===== src/rtl/apb_spi_pkg.sv =====
// Shared definitions for the APB-programmable SPI flash read sequencer:
// register map, CTRL/STATUS bit positions, opcodes and FSM encoding.
package apb_spi_pkg;

  localparam int unsigned APB_AW   = 5;
  localparam int unsigned APB_DW   = 32;
  localparam int unsigned ADDR_W   = 24;
  localparam int unsigned LEN_W    = 8;
  localparam int unsigned BYTE_W   = 8;
  localparam int unsigned ST_CNT_W = 5;

  localparam logic [APB_AW-1:0] REG_CTRL   = 5'h00;
  localparam logic [APB_AW-1:0] REG_ADDR   = 5'h04;
  localparam logic [APB_AW-1:0] REG_LEN    = 5'h08;
  localparam logic [APB_AW-1:0] REG_STATUS = 5'h0C;
  localparam logic [APB_AW-1:0] REG_RDATA  = 5'h10;

  localparam int unsigned CTRL_START = 0;
  localparam int unsigned CTRL_CLR   = 1;

  localparam logic [BYTE_W-1:0] OP_READ      = 8'h03;
  localparam logic [BYTE_W-1:0] OP_FAST_READ = 8'h0B;

  typedef enum logic [2:0] {
    S_IDLE  = 3'd0,
    S_CMD   = 3'd1,
    S_AD2   = 3'd2,
    S_AD1   = 3'd3,
    S_AD0   = 3'd4,
    S_DUMMY = 3'd5,
    S_READ  = 3'd6,
    S_FIN   = 3'd7
  } state_t;

  // STATUS register layout as seen on prdata
  typedef struct packed {
    logic [18:0]         rsvd_hi;
    logic [ST_CNT_W-1:0] cnt;
    logic [4:0]          rsvd_lo;
    logic                ovf;
    logic                done;
    logic                busy;
  } status_t;

endpackage


===== src/rtl/spi_rx_fifo.sv =====
// Synchronous byte FIFO with first-word-fall-through output and flush.
// Push on full and pop on empty are ignored.
module spi_rx_fifo
  import apb_spi_pkg::*;
#(
  parameter int unsigned DEPTH = 16
) (
  input  logic                     clk,
  input  logic                     rst,
  input  logic                     push,
  input  logic                     pop,
  input  logic                     flush,
  input  logic [BYTE_W-1:0]        din,
  output logic [BYTE_W-1:0]        dout,
  output logic                     full,
  output logic                     empty,
  output logic [$clog2(DEPTH):0]   count
);

  localparam int unsigned AW = $clog2(DEPTH);
  localparam int unsigned CW = AW + 1;

  logic [BYTE_W-1:0] mem [DEPTH];
  logic [AW-1:0]     wr_ptr;
  logic [AW-1:0]     rd_ptr;
  logic              do_push;
  logic              do_pop;

  assign full    = (count == CW'(DEPTH));
  assign empty   = (count == '0);
  assign do_push = push & ~full;
  assign do_pop  = pop & ~empty;
  assign dout    = mem[rd_ptr];

  // Pointers wrap naturally because DEPTH is a power of two
  always_ff @(posedge clk or posedge rst) begin
    if (rst) begin
      wr_ptr <= '0;
      rd_ptr <= '0;
      count  <= '0;
    end else if (flush) begin
      wr_ptr <= '0;
      rd_ptr <= '0;
      count  <= '0;
    end else begin
      if (do_push) wr_ptr <= wr_ptr + AW'(1);
      if (do_pop)  rd_ptr <= rd_ptr + AW'(1);
      count <= count + CW'(do_push) - CW'(do_pop);
    end
  end

  always_ff @(posedge clk) begin
    if (do_push && !flush) mem[wr_ptr] <= din;
  end

endmodule


===== src/rtl/apb_spi_read_ctrl.sv =====
// APB-programmable flash read sequencer driving spi_drive; received bytes
// land in an RX FIFO drained via RDATA. FAST_READ_EN selects 0x0B + dummy byte.
module apb_spi_read_ctrl
  import apb_spi_pkg::*;
#(
  parameter int unsigned       FIFO_DEPTH = 16,
  parameter logic [BYTE_W-1:0] RD_CMD     = OP_READ
) (
  input  logic                sys_clk,
  input  logic                sys_rst,
  input  logic                psel,
  input  logic                penable,
  input  logic                pwrite,
  input  logic [APB_AW-1:0]   paddr,
  input  logic [APB_DW-1:0]   pwdata,
  output logic [APB_DW-1:0]   prdata,
  output logic                pready,
  output logic                pslverr,
  output logic                spi_start,
  output logic                spi_end,
  output logic [BYTE_W-1:0]   data_send,
  input  logic                send_done,
  input  logic [BYTE_W-1:0]   data_rec,
  input  logic                rec_done
);

  localparam int unsigned CNT_W = $clog2(FIFO_DEPTH) + 1;
`ifdef FAST_READ_EN
  localparam logic [BYTE_W-1:0] OPCODE = OP_FAST_READ;
`else
  localparam logic [BYTE_W-1:0] OPCODE = RD_CMD;
`endif

  state_t              state;
  state_t              state_next;
  logic [ADDR_W-1:0]   addr_q;
  logic [LEN_W-1:0]    len_q;
  logic [LEN_W-1:0]    rem_q;
  logic                done_q;
  logic                ovf_q;
  logic                spi_start_d;
  logic                spi_end_d;
  logic [BYTE_W-1:0]   data_send_d;

  logic                access;
  logic                addr_ok;
  logic                wr_acc;
  logic                rd_acc;
  logic                start_req;
  logic                clr_req;
  logic                start_go;
  logic                rx_byte;
  logic                fifo_push;
  logic                fifo_pop;
  logic                fifo_full;
  logic                fifo_empty;
  logic [BYTE_W-1:0]   fifo_dout;
  logic [CNT_W-1:0]    fifo_count;
  status_t             status;

  // APB decode; only word-aligned offsets up to RDATA are mapped
  assign access    = psel & penable;
  assign addr_ok   = (paddr[1:0] == 2'b00) && (paddr <= REG_RDATA);
  assign wr_acc    = access & pwrite & addr_ok;
  assign rd_acc    = access & ~pwrite & addr_ok;
  assign pready    = 1'b1;
  assign pslverr   = access & ~addr_ok;
  assign start_req = wr_acc && (paddr == REG_CTRL) && pwdata[CTRL_START];
  assign clr_req   = wr_acc && (paddr == REG_CTRL) && pwdata[CTRL_CLR];
  assign start_go  = start_req && (state == S_IDLE);

  assign rx_byte   = (state == S_READ) && rec_done;
  assign fifo_push = rx_byte && !fifo_full;
  assign fifo_pop  = rd_acc && (paddr == REG_RDATA) && !fifo_empty;

  spi_rx_fifo #(
    .DEPTH (FIFO_DEPTH)
  ) u_rx_fifo (
    .clk   (sys_clk),
    .rst   (sys_rst),
    .push  (fifo_push),
    .pop   (fifo_pop),
    .flush (clr_req),
    .din   (data_rec),
    .dout  (fifo_dout),
    .full  (fifo_full),
    .empty (fifo_empty),
    .count (fifo_count)
  );

  always_ff @(posedge sys_clk or posedge sys_rst) begin
    if (sys_rst) state <= S_IDLE;
    else         state <= state_next;
  end

  always_comb begin
    state_next = state;
    case (state)
      S_IDLE:  if (start_go && (len_q != '0)) state_next = S_CMD;
      S_CMD:   if (send_done) state_next = S_AD2;
      S_AD2:   if (send_done) state_next = S_AD1;
      S_AD1:   if (send_done) state_next = S_AD0;
`ifdef FAST_READ_EN
      S_AD0:   if (send_done) state_next = S_DUMMY;
      S_DUMMY: if (send_done) state_next = S_READ;
`else
      S_AD0:   if (send_done) state_next = S_READ;
`endif
      S_READ:  if (rec_done && (rem_q == LEN_W'(1))) state_next = S_FIN;
      S_FIN:   state_next = S_IDLE;
      default: state_next = S_IDLE;
    endcase
  end

  // SPI-side outputs are precomputed from the next state and then registered
  always_comb begin
    spi_start_d = (state == S_IDLE) && (state_next == S_CMD);
    spi_end_d   = (state != S_FIN) && (state_next == S_FIN);
    data_send_d = '0;
    case (state_next)
      S_CMD:   data_send_d = OPCODE;
      S_AD2:   data_send_d = addr_q[23:16];
      S_AD1:   data_send_d = addr_q[15:8];
      S_AD0:   data_send_d = addr_q[7:0];
      default: data_send_d = '0;
    endcase
  end

  always_ff @(posedge sys_clk or posedge sys_rst) begin
    if (sys_rst) begin
      spi_start <= 1'b0;
      spi_end   <= 1'b0;
      data_send <= '0;
    end else begin
      spi_start <= spi_start_d;
      spi_end   <= spi_end_d;
      data_send <= data_send_d;
    end
  end

  // Config registers are frozen while a transfer is active
  always_ff @(posedge sys_clk or posedge sys_rst) begin
    if (sys_rst) begin
      addr_q <= '0;
      len_q  <= '0;
      rem_q  <= '0;
      done_q <= 1'b0;
      ovf_q  <= 1'b0;
    end else begin
      if (wr_acc && (state == S_IDLE) && (paddr == REG_ADDR)) addr_q <= pwdata[ADDR_W-1:0];
      if (wr_acc && (state == S_IDLE) && (paddr == REG_LEN))  len_q  <= pwdata[LEN_W-1:0];

      if (start_go)     rem_q <= len_q;
      else if (rx_byte) rem_q <= rem_q - LEN_W'(1);

      // CLR is applied before START is evaluated in the same write
      if (clr_req || start_go)                     done_q <= 1'b0;
      if ((start_go && (len_q == '0)) || spi_end_d) done_q <= 1'b1;

      if (clr_req)               ovf_q <= 1'b0;
      if (rx_byte && fifo_full)  ovf_q <= 1'b1;
    end
  end

  always_comb begin
    status      = '0;
    status.busy = (state != S_IDLE);
    status.done = done_q;
    status.ovf  = ovf_q;
    status.cnt  = ST_CNT_W'(fifo_count);
  end

  // Read mux is combinational; CTRL is write-only and reads back 0
  always_comb begin
    prdata = '0;
    if (psel) begin
      case (paddr)
        REG_ADDR:   prdata = {8'h00, addr_q};
        REG_LEN:    prdata = {24'h0, len_q};
        REG_STATUS: prdata = status;
        REG_RDATA:  prdata = fifo_empty ? '0 : {24'h0, fifo_dout};
        default:    prdata = '0;
      endcase
    end
  end

endmodule


===== config.mk =====
export PLATFORM = sky130hd
export DESIGN_NAME = apb_spi_read_ctrl
export DESIGN_NICKNAME = d
export VERILOG_FILES = /design/src/rtl/apb_spi_pkg.sv /design/src/rtl/spi_rx_fifo.sv /design/src/rtl/apb_spi_read_ctrl.sv
export SDC_FILE = /design/constraint.sdc
export NUM_CORES = 1
export LEC_CHECK = 0
export CORE_ASPECT_RATIO = 1.4
export CORE_UTILIZATION = 54
export DETAILED_ROUTE_END_ITERATION = 12
export DONT_BUFFER_PORTS = 1
export GPL_TIMING_DRIVEN = 0
export PLACE_DENSITY = 0.69
export SYNTH_ARGS = -nofsm -noshare
export SYNTH_HDL_FRONTEND = slang
export SYNTH_SLANG_ARGS = --single-unit

===== constraint.sdc =====
create_clock -name sys_clk -period 5.9 [get_ports sys_clk]
set_clock_uncertainty 0.15 [all_clocks]
set_input_delay 0.295 -clock sys_clk [delete_from_list [all_inputs] [get_ports sys_clk]]
set_output_delay 0.295 -clock sys_clk [all_outputs]
set_load 0.01 [all_outputs]

==> summary.md, run 1 <==
| Metric | Value |
|---|---|
| Status | completed |
| Critical Path Sink Type | output port |
| Synth area leader | edfxtp_1 |
| Inserted Clock Buffers | 17 |
| Netlist cell types | 65 |
| Static Leak | 3.83 nW |
| Number of clock sinks | 196 |
| Initial antenna violation count | 0 |
| Clock buffer depth | 2 |
| Via-per-instance ratio | 6.15 |
| Wire length on met3 | 937 um |
| Critical Path Source Type | register |
| Via count | 5439 |
| DRT antenna net count | 0 |
| Die X | around 110 um |
| Pin count of the biggest net entering global routing | 42 |
| First-pass detailed-route iteration total | 6 |
| Ant diodes | 0 |
| First-pass GRT wire length | about 32000 um |
| DR iter-0 viols | 362 |
| Post-synthesis cell count | 611 |
| Vias in the first global route | 5600 |
| Most frequent CP cell | clkbuf_1 |
| Register area share after synthesis | 0.618 |
| Seq cells post-synth | approximately 200 |
| Async set or reset register ratio after synthesis | 0.347 |
| Internal power | 2.43 mW |
| Synth area leaders | edfxtp_1 (43%), dfrtp_1 (19%), mux4_2 (8.0%), mux2_2 (5.3%), mux2i_1 (1.9%) |
| Clk root buf | clkbuf_16 |
| WL/cell | 23.6 um |
| Flop pwr share | 0.482 |
| Mapped Area | around 0.009 sq mm |
| Combinational power share | 0.176 |
| Setup TNS | 0 ns |
| Final core utilization | 0.632 |
| Crit Path Category | register to output port |
| YS warnings | 0 |
| Power per cell area | 336 mW/mm^2 |
| Met2 WL | 11400 um |
| H-tree depth | 4 |
| Max-slew headroom | 0.366 |
| Max-Cap Viols | 0 |
| Fillers | 1166 |
| Most frequent cells after synthesis | edfxtp_1 (128), dfrtp_1 (68), mux2_2 (42), nor2_1 (34), mux4_2 (32) |
| Slowest cell delay on critical path | 0.53 ns |
| Buffer count from post-CTS setup fixing | 0 |
| Crit path max fanout | 10 |
| Rows | between 50 and 60 |
| I/O pins | 96 |
| GPL Wtd Cong | 0.899 |
| RSZ-0062 raised after global routing | false |
| WL met1 | ~7800 um |
| Crit path max-delay cell type | clkbuf_1 |
| Setup violators final | 0 |
| Initial core utilization | 0.555 |
| Core ar. | 0.0162 sq mm |
| Layout cells sized above 1 | 0.209 |
| Tmin final | 3.28 ns |
| Ys flop type | edfxtp_1 |
| Highest routed layer | met4 |
| Pins Over Slew Limit | 0 |
| Max Clock Freq | 305 MHz |
| Fin. Hold Viols | 0 |
| Slew @ Worst Pin | 0.947 ns |
| Yosys top cell area share | 0.429 |
| Worst path cell trace | clkbuf_1 > clkbuf_1 > mux4_2 > mux2_2 > a22oi_1 > o21ai_0 |
| Final Net Count | 738 |
| Peak VDD IR | 0.278 mV |
| WP data required | 5.45 ns |
| Clock-pin transition on the worst setup and hold timing paths | 0.08 ns |
| Switching share of power | 0.293 |
| Die Y-Extent | 154 um |
| Syn avg cell area | 14.7 sq um |
| Most instantiated library cell after synthesis | edfxtp_1 |
| Worst Hold Class | input pin to register |
| Skew-Pair Late Insertion Delay | approximately 0.44 ns |
| Clk network pwr share | 0.342 |
| Die area | 0.0171 sq mm |
| Switching pwr | 1.01 mW |
| Critical Path AT | 2.83 ns |
| IO Port Bufs | 0 |
| Area Overhead vs Synth | 13.9% |
| Detailed Route WL | ~21000 um |
| Final worst path period share | 0.555 |
| DP HPWL | roughly 15000 um |
| Total track usage | 0.256 |
| DRC | 0 |
| Post-synth EDFFs | 128 |
| Grt total ovfl | 0 |
| TritonCTS clock tree | built |
state kept, by name, indices dropped and copies added (netlist names):
name / count
spi_end: 1
len_q: 8
u_rx_fifo.wr_ptr: 4
rem_q: 8
ovf_q: 1
done_q: 1
state: 3
spi_start: 1
u_rx_fifo.mem: 128
u_rx_fifo.count: 5
addr_q: 24
data_send: 8
u_rx_fifo.rd_ptr: 4
final timing paths:
check,from,endpoint,slack (ns),depth (start not counted)
min in group asynchronous,sys_rst,addr_q[11],0.23,2
worst max register to register,u_rx_fifo.count[2],u_rx_fifo.count[4],2.72,12
worst min-delay path,pwdata[0],rem_q[5],0.03,3
worst min register to register,ovf_q,ovf_q,0.35,2
worst max-delay path,u_rx_fifo.rd_ptr[3],prdata[6],2.62,6
max in group asynchronous,sys_rst,data_send[1],4.71,3
power groups by stage:
stage	clock, mW	combinational [mW]	sequential, mW
global route	1.23	0.672	1.67
CTS	1.19	0.604	1.66
global placement	0	0.553	1.68
detailed placement	0	0.569	1.69
floorplan	0	0.440	1.65
finish	1.17	0.604	1.66
routing by layer:
metal,global-route usage,vias to the layer above
met5,0,-
met4,0.124,0
met3,0.0455,43
met2,0.474,188
met1,0.283,2769
li1,-,2439
stage by stage:
stage          cell area [sq um]  instances  hold WS [ns]  worst slack (ns)  total power [mW]
2_1_floorplan               8990        618         0.244              3.17              2.09
3_3_place_gp                9240        817         0.245              2.68              2.23
3_5_place_dp                9260        818         0.138              2.67              2.25
4_1_cts                    10200        884       0.00102              2.61              3.45
5_1_grt                    10200        884        0.0275              2.47              3.57
6_report                   10200        884        0.0261              2.62              3.44
kinds of logic (layout without fill, tap and decap cells):
family	Yosys count	in the layout	share of synthesized area
flops	196	196	0.618
simple gates	153	153	0.101
mux	91	91	0.152
compound gates	84	84	0.0654
buf+inv	65	132	0.0361
fa+ha+maj	14	14	0.0204
xor+xnor	6	6	0.00586
other cells	2	9	0.000837
worst max-delay path, delay by kind of cell, from the launching register on:
| family | cells | cell delay (ns) |
|---|---|---|
| AOI/OAI and AO/OA | 2 | 0.51 |
| buffers and inverters | 2 | 0.87 |
| DFF | 1 | 0.33 |
| muxes | 2 | 0.69 |
repair_timing:
item,4_1_cts,5_1_grt
hold buffers,34,0
resized for setup,0,0
endpoints found under the hold margin,188,0
placed cells by master, fill, tap and decap left out, types with 6 or more instances in the layout:
| cell | count |
|---|---|
| nor2_1 | 34 |
| a22oi_1 | 8 |
| conb_1 | 9 |
| clkbuf_16 | 17 |
| nand2b_1 | 6 |
| dfrtp_1 | 68 |
| ha_1 | 13 |
| nor2b_1 | 8 |
| and2_1 | 26 |
| buf_2 | 10 |
| buf_4 | 12 |
| edfxtp_1 | 128 |
| mux2i_1 | 17 |
| inv_1 | 22 |
| nand3_1 | 7 |
| clkbuf_1 | 16 |
| a22o_1 | 8 |
| dlygate4sd3_1 | 34 |
| mux2_2 | 42 |
| mux4_2 | 32 |
| o21ai_0 | 16 |
| a21oi_1 | 22 |
| nand2_1 | 21 |
layout make-up:
class,instances,area (sq um),share of cell area
multi-input combinational,357,3120,0.306
inverter,23,86.3,0.00845
clock inverter,14,181,0.0178
timing repair buffer,35,360,0.0353
sequential,196,5550,0.543
tap,199,249,0.0244
clock buffer,18,429,0.0420
buffer,42,238,0.0233
No activity file was read; power rests on OpenSTA's default activity.
==> run 2: changes to the inputs <==
--- a/config.mk
+++ b/config.mk
@@ -10,7 +10,7 @@
 export DETAILED_ROUTE_END_ITERATION = 12
 export DONT_BUFFER_PORTS = 1
 export GPL_TIMING_DRIVEN = 0
-export PLACE_DENSITY = 0.69
+export PLACE_DENSITY = 0.72
 export SYNTH_ARGS = -nofsm -noshare
 export SYNTH_HDL_FRONTEND = slang
 export SYNTH_SLANG_ARGS = --single-unit
==> constraint.sdc (replaced) <==
create_clock -name sys_clk -period 2.65 [get_ports sys_clk]
set_clock_uncertainty 0.15 [all_clocks]
set_input_delay 0.1325 -clock sys_clk [delete_from_list [all_inputs] [get_ports sys_clk]]
set_output_delay 0.1325 -clock sys_clk [all_outputs]
set_load 0.01 [all_outputs]
==> summary.md, run 2 (same netlist as run 1, synthesis figures left out) <==
| Metric | Value |
|---|---|
| Peak VDD IR | 0.702 mV (was 0.278 mV) |
| Ant diodes | 0 (unchanged) |
| Critical Path AT | 2.98 ns (was 2.83 ns) |
| Most common cell after layout, fill and taps aside | edfxtp_1 (unchanged) |
| Power per cell area | 744 mW/mm^2 (was 336 mW/mm^2) |
| Initial core utilization | 0.555 (unchanged) |
| DRT antenna net count | 0 (unchanged) |
| Slowest cell delay on critical path | 0.39 ns (was 0.53 ns) |
| Worst Hold Slack | 0.0217 ns (was 0.0261 ns) |
| Setup TNS | -0.107 ns (was 0 ns) |
| Initial antenna violation count | 0 (unchanged) |
| WP data required | 2.88 ns (was 5.45 ns) |
| Largest registers | u_rx_fifo.mem x128, addr_q x24 (unchanged) |
| RSZ-0062 raised after global routing | true (was false) |
| Final Net Count | 748 (was 738) |
| First-pass detailed-route iteration total | 5 (was 6) |
| Max Clock Freq | about 360 MHz |
| IO Port Bufs | 0 (unchanged) |
| Clk root buf | clkbuf_16 (unchanged) |
| Worst path cell trace | inv_2 > ha_4 > nor4b_4 > nor4_2 > ha_1 > inv_2 > ha_4 > fa_2 > a21oi_2 > nor2_2 > or3_4 > a21oi_2 (was clkbuf_1 > clkbuf_1 > mux4_2 > mux2_2 > a22oi_1 > o21ai_0) |
| Layout cells sized above 1 | 0.295 (was 0.209) |
| Placed Cells | 817 (was 818) |
| Critical Path Sink Type | register (was output port) |
| Critical Path Source Type | register (unchanged) |
| Worst Hold Class | input pin to register (unchanged) |
| Crit Path Category | register to register (was register to output port) |
| Static Leak | 3.96 nW (was 3.83 nW) |
| Fillers | 1150 (was 1166) |
| TritonCTS clock tree | built (unchanged) |
| Pin count of the biggest net entering global routing | 69 (was 42) |
| Pins Over Slew Limit | 0 (unchanged) |
| Slew @ Worst Pin | 0.839 ns (was 0.947 ns) |
| GPL Wtd Cong | 0.900 (was 0.899) |
| I/O pins | 96 (unchanged) |
| Via count | 5548 (was 5439) |
| Inserted Clock Buffers | 17 (unchanged) |
| Clock buffer depth | 2 (unchanged) |
| Die area | 0.0171 sq mm (unchanged) |
| Failing checks | setup timing |
| Fin. Hold Viols | 0 (unchanged) |
| DP HPWL | 14700 um (was 15100 um) |
| Crit path max fanout | 3 (was 10) |
| Tmin final | 2.76 ns |
| Crit path max-delay cell type | dfrtp_1 (was clkbuf_1) |
| Area Overhead vs Synth | 18.1% (was 13.9%) |
| WL/cell | 23.7 um (was 23.6 um) |
| Grt total ovfl | 0 (unchanged) |
| Status | finished with violations (was completed) |
| Largest Register | u_rx_fifo.mem (unchanged) |
| Total track usage | 0.261 (was 0.256) |
| Skew-Pair Late Insertion Delay | 0.45 ns (was 0.44 ns) |
| DRC | 0 (unchanged) |
| Final non-filler cell total | 894 (was 884) |
| Max-slew headroom | 0.441 (was 0.366) |
| Clock-pin transition on the worst setup and hold timing paths | 0.07 ns (was 0.08 ns) |
| Max reg flops | 128 (unchanged) |
| Die Y-Extent | 154 um (unchanged) |
| Die X | 111 um (unchanged) |
| Dpl ws | -0.358 ns (was 2.67 ns) |
| Vias in the first global route | 5824 (was 5600) |
| Detailed Route WL | 21200 um (was 20800 um) |
| Core ar. | 0.0162 sq mm (unchanged) |
| Number of clock sinks | 196 (unchanged) |
| Rows | 55 (unchanged) |
| H-tree depth | 4 (unchanged) |
| Max-Cap Viols | 0 (unchanged) |
| Most frequent cells in the layout | edfxtp_1 (128), dfrtp_1 (68), mux2_2 (42), dlygate4sd3_1 (39), mux4_2 (32) (was edfxtp_1 (128), dfrtp_1 (68), mux2_2 (42), nor2_1 (34), dlygate4sd3_1 (34)) |
| DR iter-0 viols | 392 (was 362) |
| Via-per-instance ratio | 6.21 (was 6.15) |
| Final Total Pwr | 7.88 mW (was 3.44 mW) |
| Setup WS post-layout | -0.107 ns (was 2.62 ns) |
| First-pass GRT wire length | 33000 um (was 32200 um) |
| Final worst path period share | 1.04 |
| Setup violators final | 1 (was 0) |
[run 2: report_power, final]
group          total (mW)  leakage, nW  internal, mW  switching [mW]
registers            3.69         2.06          3.48           0.216
clock network        2.63        0.298          1.36            1.27
logic                1.55         1.59         0.699           0.854
total                7.88         3.96          5.54            2.34
[run 2: critical path: cells and delay by family, from the launching register on]
kind | cells | cell delay (ns)
AOI/OAI and AO/OA | 2 | 0.27
adders and majority gates | 4 | 0.95
buffers and inverters | 2 | 0.14
DFF | 1 | 0.39
and+or+nand+nor | 4 | 0.79
[run 2: path summary, 6_finish.rpt]
| kind | slack [ns] | cells past startpoint | from | endpoint |
|---|---|---|---|---|
| hold / removal | 0.02 | 2 | send_done | state[2] |
| max in group asynchronous | 1.61 | 2 | sys_rst | addr_q[1] |
| setup / recovery | -0.11 | 12 | u_rx_fifo.count[3] | u_rx_fifo.count[4] |
| setup reg to reg | -0.11 | 12 | u_rx_fifo.count[3] | u_rx_fifo.count[4] |
| min in group asynchronous | 0.19 | 2 | sys_rst | u_rx_fifo.count[3] |
| hold reg to reg | 0.34 | 2 | ovf_q | ovf_q |
[run 2: layout make-up]
cell class | instances | area (sq um) | share of cell area
flip-flops and latches | 196 | 5550 | 0.524
multi-input cells | 357 | 3330 | 0.314
repair buffers | 49 | 503 | 0.0475
clock buffers | 18 | 429 | 0.0405
plain buffers | 38 | 267 | 0.0252
well taps | 199 | 249 | 0.0235
clock inverters | 14 | 179 | 0.0169
inverters | 23 | 88.8 | 0.00839
[run 2: what timing repair did]
action                                  in CTS  in global routing
buffers inserted                             4                  6
endpoints found under the setup margin     137                138
hold endpoints to repair                   238                  0
resized for setup                           65                 13
hold buffers                                39                  0
pin swaps                                    3                 12
gates cloned                                 0                  0
[run 2: metrics by stage]
stage | instance area (sq um) | utilization
after CTS | 10500 | 0.647
after floorplan | 9000 | -
after global placement | 9250 | 0.572
after global routing | 10600 | 0.655
final | 10600 | 0.655
after detailed placement | 9250 | 0.572
[run 2: per-layer routing]
| metal | vias to the layer above | GRT usage | part of all wire |
|---|---|---|---|
| met5 | - | 0 | 0 |
| met4 | 0 | 0.109 | 0.028 |
| met3 | 42 | 0.0596 | 0.061 |
| met2 | 208 | 0.475 | 0.55 |
| met1 | 2834 | 0.294 | 0.36 |
| li1 | 2464 | - | - |
